## config.mk

```make
export PLATFORM = sky130hd
export DESIGN_NAME = gray_rx_decoder
export DESIGN_NICKNAME = d
export VERILOG_FILES = /design/src/rtl/gray_rx_decoder.sv
export SDC_FILE = /design/constraint.sdc
export NUM_CORES = 1
export LEC_CHECK = 0
export BUFFER_PORTS_ARGS = -buffer_cell sky130_fd_sc_hd__buf_2
export CORE_MARGIN = 2
export CORE_UTILIZATION = 54
export CTS_CLUSTER_SIZE = 10
export DETAILED_ROUTE_END_ITERATION = 12
export PLACE_DENSITY_LB_ADDON = 0.12
export SETUP_SLACK_MARGIN = 0.15
export SLEW_MARGIN = 15
export SYNTH_ARGS = -nofsm -noshare
export SYNTH_HDL_FRONTEND = slang
export SYNTH_SLANG_ARGS = --single-unit
export TNS_END_PERCENT = 30
```

## constraint.sdc

```tcl
create_clock -name clk -period 2.7 [get_ports clk]
set_input_delay 0.54 -clock clk [delete_from_list [all_inputs] [get_ports clk]]
set_output_delay 0.54 -clock clk [all_outputs]
set_load 0.03 [all_outputs]
```

## src/rtl/gray_rx_decoder.sv

```systemverilog
// Gray-code receiver: two-flop synchroniser, Gray-to-binary decode, new-value
// pulse with signed step and single-bit-change checking.
//
// state | meaning
// INIT0 | sync chain filling after reset
// INIT1 | priming load of the reference value on the next edge
// RUN   | compare each synchronised sample against the previous one
module gray_rx_decoder #(
  parameter int WIDTH = 4
) (
  input  logic             clk,
  input  logic             rst,
  input  logic [WIDTH-1:0] gray_in,
  input  logic             err_clr,
  output logic [WIDTH-1:0] bin_out,
  output logic             bin_valid,
  output logic [WIDTH-1:0] delta,
  output logic             step_err,
  output logic             sticky_err,
  output logic             primed
);

  typedef enum logic [1:0] {INIT0, INIT1, RUN} state_t;

  state_t           state, state_nxt;
  logic [WIDTH-1:0] sync1, sync2;
  logic [WIDTH-1:0] gray_prev, gray_prev_nxt;
  logic [WIDTH-1:0] bin_nxt, delta_nxt, bin_dec, gray_diff;
  logic             valid_nxt, step_err_nxt, sticky_nxt, primed_nxt;

  function automatic logic [WIDTH-1:0] gray2bin(input logic [WIDTH-1:0] g);
    logic [WIDTH-1:0] b;
    b[WIDTH-1] = g[WIDTH-1];
    for (int i = WIDTH - 2; i >= 0; i--) b[i] = b[i+1] ^ g[i];
    return b;
  endfunction

  always_ff @(posedge clk or posedge rst) begin
    if (rst) begin
      sync1 <= '0;
      sync2 <= '0;
    end else begin
      sync1 <= gray_in;
      sync2 <= sync1;
    end
  end

  assign bin_dec   = gray2bin(sync2);
  assign gray_diff = sync2 ^ gray_prev;

  always_comb begin
    state_nxt     = state;
    gray_prev_nxt = gray_prev;
    bin_nxt       = bin_out;
    delta_nxt     = '0;
    valid_nxt     = 1'b0;
    step_err_nxt  = 1'b0;
    primed_nxt    = primed;
    case (state)
      INIT0: state_nxt = INIT1;
      INIT1: begin
        // sync2 still holds its reset value here; sync1 is what sync2 becomes
        // on this edge, so the first RUN compare sees no spurious change.
        state_nxt     = RUN;
        gray_prev_nxt = sync1;
        bin_nxt       = gray2bin(sync1);
        primed_nxt    = 1'b1;
      end
      RUN: begin
        if (sync2 != gray_prev) begin
          gray_prev_nxt = sync2;
          bin_nxt       = bin_dec;
          delta_nxt     = bin_dec - bin_out;
          valid_nxt     = 1'b1;
          step_err_nxt  = (gray_diff & (gray_diff - 1'b1)) != '0;
        end
      end
      default: state_nxt = INIT0;
    endcase
    sticky_nxt = (state == RUN) ? ((sticky_err & ~err_clr) | step_err_nxt) : sticky_err;
  end

  always_ff @(posedge clk or posedge rst) begin
    if (rst) begin
      state      <= INIT0;
      gray_prev  <= '0;
      bin_out    <= '0;
      delta      <= '0;
      bin_valid  <= 1'b0;
      step_err   <= 1'b0;
      sticky_err <= 1'b0;
      primed     <= 1'b0;
    end else begin
      state      <= state_nxt;
      gray_prev  <= gray_prev_nxt;
      bin_out    <= bin_nxt;
      delta      <= delta_nxt;
      bin_valid  <= valid_nxt;
      step_err   <= step_err_nxt;
      sticky_err <= sticky_nxt;
      primed     <= primed_nxt;
    end
  end

endmodule

```

Word level (Yosys, flattened, before mapping)
Cells that the tools add are included.
{"block": "classes", "addsub": 2, "multipliers": 0, "div_mod_pow": 0, "magnitude_cmp": 0, "eq_ne": 4, "shift": 0, "n_mux": 11, "bitwise": 11, "reduce_logical": 4}
{"operator": "two-way mux 4 bit", "count": 4}
{"operator": "case mux 4 bit (2 select lines)", "count": 2}
{"operator": "case mux 2 bit (3 select lines)", "count": 1}
{"operator": "XOR 1 bit", "count": 6}
{"operator": "bitwise AND 4 bit", "count": 1}
{"operator": "two-way mux 1 bit", "count": 4}
{"operator": "!= test 4 bit", "count": 1}
{"operator": "nonzero test 4 bit", "count": 1}
{"operator": "subtractor 4 x 1 -> 4 bit (second input constant)", "count": 1}
{"operator": "subtractor 4 bit", "count": 1}
{"operator": "XOR 4 bit", "count": 1}
{"operator": "equality test 2 x 1 -> 1 bit (second input constant)", "count": 1}
{"operator": "equality test 2 bit (second input constant)", "count": 1}
{"operator": "logical NOT 2 bit", "count": 1}
{"operator": "!= test 2 bit (second input constant)", "count": 1}
{"operator": "AND reduction 2 bit", "count": 1}
{"operator": "nonzero test 2 bit", "count": 1}
{"operator": "bitwise AND 1 bit", "count": 1}
{"operator": "NOT 1 bit", "count": 1}
{"operator": "bitwise OR 1 bit", "count": 1}
{"block": "word_totals", "regBits": 26, "latch_bits": 0, "ramBits": 0, "rom_bits": 0, "inputBits": 7, "out_inout_bits": 12, "elab_cells": 42, "mem_count": 0}

Depth between registers and ports, before layout
{"block": "logic_depth", "ltp_word": 7, "depth_mapped": 8, "ltp_nobuf": 7}

Worst setup path before layout
OpenSTA, ideal clock, no wires.
{"block": "synth_path", "path_kind": "register -> register", "start": "register sync2[3]", "end": "register delta[2]", "arrival_ns": 1.814, "required_time_ns": 2.576, "path_slack_ns": 0.761, "stages_incl_launch_ff": 8, "period_less_slack_ns": 1.939, "path_cell_list": "dfrtp_1 buf_2 xor3_2 xnor2_1 ha_1 fa_1 xor2_1 nor2_1"}
{"block": "synth_between", "elab_chain_cells": 6}
{"element": "start: declaration", "line_no": "26", "rtl": "logic [WIDTH-1:0] sync1, sync2;"}
{"element": "start signal: assignment", "line_no": "44", "rtl": "sync2 <= sync1;"}
{"element": "XOR 1 bit (3 in series)", "line_no": "34", "rtl": "for (int i = WIDTH - 2; i >= 0; i--) b[i] = b[i+1] ^ g[i];"}
{"element": "subtractor 4 bit", "line_no": "73", "rtl": "delta_nxt = bin_dec - bin_out;"}
{"element": "two-way mux 4 bit (*)", "line_no": "70", "rtl": "if (sync2 != gray_prev) begin"}
{"element": "two-way mux 4 bit (*)", "line_no": "59", "rtl": "case (state)"}
{"element": "via delta_nxt[2]", "line_no": "28", "rtl": "logic [WIDTH-1:0] bin_nxt, delta_nxt, bin_dec, gray_diff;"}
{"element": "end signal: assignment", "line_no": "97", "rtl": "delta <= delta_nxt;"}
{"element": "end: declaration", "line_no": "17", "rtl": "output logic [WIDTH-1:0] delta,"}
The timed path passes the listed nets; every way through them passes the cells marked *.
A chain may end at the register's enable or synchronous reset.

Worst setup path after layout
{"block": "layout_path", "start": "register sync2[2]", "end": "register delta[2]"}
The elaborated chain is that of the path after synthesis.

==> metrics.md <==
| Metric | Value |
|---|---|
| DIE WIDTH | 51.5 um |
| Drt drc | 0 |
| Synth Area in Compound Gates | 11.7% |
| WL per Instance | 12.7 um |
| Min-Delay Path Class | input pin to register |
| CTS buffer count | 3 |
| Clk pin slew, worst setup/hold paths | 0.13 ns |
| Setup TNS | 0 ns |
| Syn nets | 117 |
| Via-to-Cell Ratio | 5.20 |
| # rows | 17 |
| Final Cycle Share | 75.9% |
| First-pass GRT wire length | 3.23 mm |
| RSZ-0062 raised after global routing | false |
| Worst stage delay on the critical path | 0.52 ns |
| Design area | 1340 um^2 |
| TritonRoute pass-1 iters | 4 |
| Skew-Pair Late Insertion Delay | 0.32 ns |
| Diode count | 0 |
| Final core area utilization | 61.6% |
| Register bit total from synthesis | 25 |
| Max Clock Freq | 488 MHz |
| Post-Synthesis Cells | 106 |
| Synthesized-area fraction occupied by adder cells | 5.56% |
| Final hold slack | 0.307 ns |
| Via Count | 785 |
| Critical Path AT | 2.27 ns |
| Worst-case setup slack after placement | 0.658 ns |
| CTS tree | yes |
| Post-route ant nets | 0 |
| Xor/xnor share of the synthesized area | 11.8% |
| Main combinational cell family by area after synthesis | XOR/XNOR gates |
| Wirelength, routed | 1.92 mm |
| FF-to-FF Start | sync2[2] |
| Ys Warns | 0 |
| Tot GR Track Use | 16.8% |
| Number of synthesized flops with an enable pin | 0 |
| Setup CP Type | register to register |
| # hold bufs at CTS | 0 |
| Max Slew Vio Count | 0 |
| DP Wirelength | 1.43 mm |
| Peak supply drop | 406 uV |
| Area after DPL | 1310 um^2 |
| CP Data Required Time | 2.93 ns |
| Mux contribution to synthesized area | 6.28% |
| Largest net degree at the start of global routing | 26 |
| Leak pwr | 0.659 nW |
| Core box area | 2170 um^2 |
| Initial antenna violation count | 0 |
| DRT iter0 DRCs | 8 |
| Syn_area_per_cell | 11.5 um^2 |
| CTS H-tree depth | 1 |
| Slack of the worst reg-to-reg path | 0.65 ns |
| Status | finished, final reports clean |
| R2R cell count | 6 |
| Max clock buf depth | 2 |
| Netlist cell types | 34 |
| Crit-path max FO | 5 |
| Worst Hold Path EP | sync1[3] |
| Buffers on Ports | 18 |
| Synth Area in Simple Gates | 7.51% |
| Total grt overflow | 0 |
| Max-Cap Viols | 0 |
| CTS sink count | 25 |
| Critical-path cell list | xor3_2, xnor2_1, ha_1, fa_1, xor2_1, nor2_1 |
| Root Driver | clkbuf_4 |
| Synth-to-Final Area Change | 9.98% |
| Layout cells sized above 1 | 22.0% |
| Slew @ Worst Pin | 0.922 ns |
| Count of non-filler cells in the finished layout | 151 |
| Cts repair resizes | 0 |
| CP startpoint kind | register |
| Die height | 51.5 um |
| Worst hold path stage count | 1 |
| Relative max-transition margin | 38.5% |
| CP max stage cell | xor3_2 |
| Setup bufs post-CTS | 0 |
| Placed cells | 147 |
| Seq/Total Area, Yosys | 51.4% |
| Tot Pwr | 905 uW |
| Crit path time final | 2.05 ns |
| Num ports | 19 |
| Crit. End Element | register |
| NumNets Final | 135 |
| Starting Density | 56.1% |
| Final setup margin | 0.651 ns |
| Top_reg_cell synth | dfrtp_1 |
| Die ar. | 2650 um^2 |
| Final setup fails | 0 |
| Layout Skew | 0.00209 ns |
| Hold Crit Start | gray_in[3] |
| Vias in the first global route | 745 |
| Synth Cell Area | 1220 um^2 |
| Pwr dens | 677 nW/um^2 |
| Final Hold Vio Count | 0 |
| Final Wtd Congestion | 0.804 |
| Ys async rst share | 100% |
| RR Endpoint | delta[2] |
==> Yosys cell counts (2+ instances only) <==
| master | n | area [um^2] |
|---|---|---|
| o21ai_0 | 3 | 15.0 |
| xnor2_1 | 7 | 61.3 |
| a211oi_1 | 2 | 15.0 |
| nand2b_1 | 2 | 12.5 |
| nand2_1 | 8 | 30.0 |
| inv_1 | 10 | 37.5 |
| o211ai_1 | 2 | 15.0 |
| dfrtp_1 | 25 | 626 |
| nor2_1 | 5 | 18.8 |
| mux2i_1 | 5 | 50.1 |
| o21ai_1 | 4 | 20.0 |
| nor2b_1 | 3 | 18.8 |
| a21oi_1 | 4 | 20.0 |
| xor2_1 | 4 | 35.0 |
| ha_1 | 3 | 37.5 |
==> where the power goes <==
part	leakage [nW]	internal, mW	switching (mW)
registers	0.282	0.424	0.0297
logic	0.359	0.105	0.177
clock network	0.0177	0.0557	0.114
total	0.659	0.585	0.320
==> layout by cell type (no fill, tap or decap), types with 2 or more instances in the layout <==
cell type  count
a211oi_1       2
a21oi_1        4
buf_2         18
clkbuf_4       3
dfrtp_1       25
ha_1           3
inv_1         10
mux2i_1        5
nand2_1        8
nand2b_1       2
nor2_1         5
nor2b_1        3
o211ai_1       2
o21ai_0        3
o21ai_1        4
xnor2_1        7
xor2_1         4
==> kinds of logic after synthesis <==
family          after synthesis
mux                           7
fa+ha+maj                     5
buf+inv                      15
compound gates               21
flops                        25
xor+xnor                     13
simple gates                 20
==> area by class of cell <==
| type | instances | area (um^2) |
|---|---|---|
| inverters | 10 | 37.5 |
| clock inverters | 1 | 5.00 |
| fillers | 189 | 832 |
| flip-flops and latches | 25 | 626 |
| well taps | 28 | 35.0 |
| multi-input cells | 66 | 522 |
| repair buffers | 18 | 90.1 |
| clock buffers | 3 | 22.5 |
==> state kept, by name (all words and copies together) (netlist names) <==
register    count
primed          1
bin_out         4
delta           4
bin_valid       1
sync1           4
state           2
step_err        1
sticky_err      1
gray_prev       3
sync2           4
==> layer usage <==
metal | global-route usage, % | up-vias | share of wire (%)
li1 | - | 386 | -
met1 | 19.9 | 375 | 44
met2 | 28.6 | 19 | 49
met3 | 2.63 | 5 | 4.0
met4 | 10.1 | 0 | 2.3
met5 | 0 | - | 0
==> worst max-delay path, delay by kind of cell (launching register included) <==
family,cells,cell delay (ns)
xor gates and xnor gates,3,0.85
adders and majority gates,2,0.60
DFF,1,0.46
and+or+nand+nor,1,0.05
==> worst max-delay path by stage <==
stage / start / endpoint / slack (ns) / depth (start not counted)
4_1_cts: sync2[2] / delta[2] / 0.64 / 6
3_3_place_gp: sync2[2] / delta[2] / 0.71 / 6
6_report: sync2[2] / delta[2] / 0.65 / 6
5_1_grt: sync2[2] / delta[3] / 0.55 / 7
3_5_place_dp: sync2[2] / delta[2] / 0.66 / 6
2_1_floorplan: sync2[3] / delta[2] / 0.76 / 7
(Power assumes the default switching activity.)
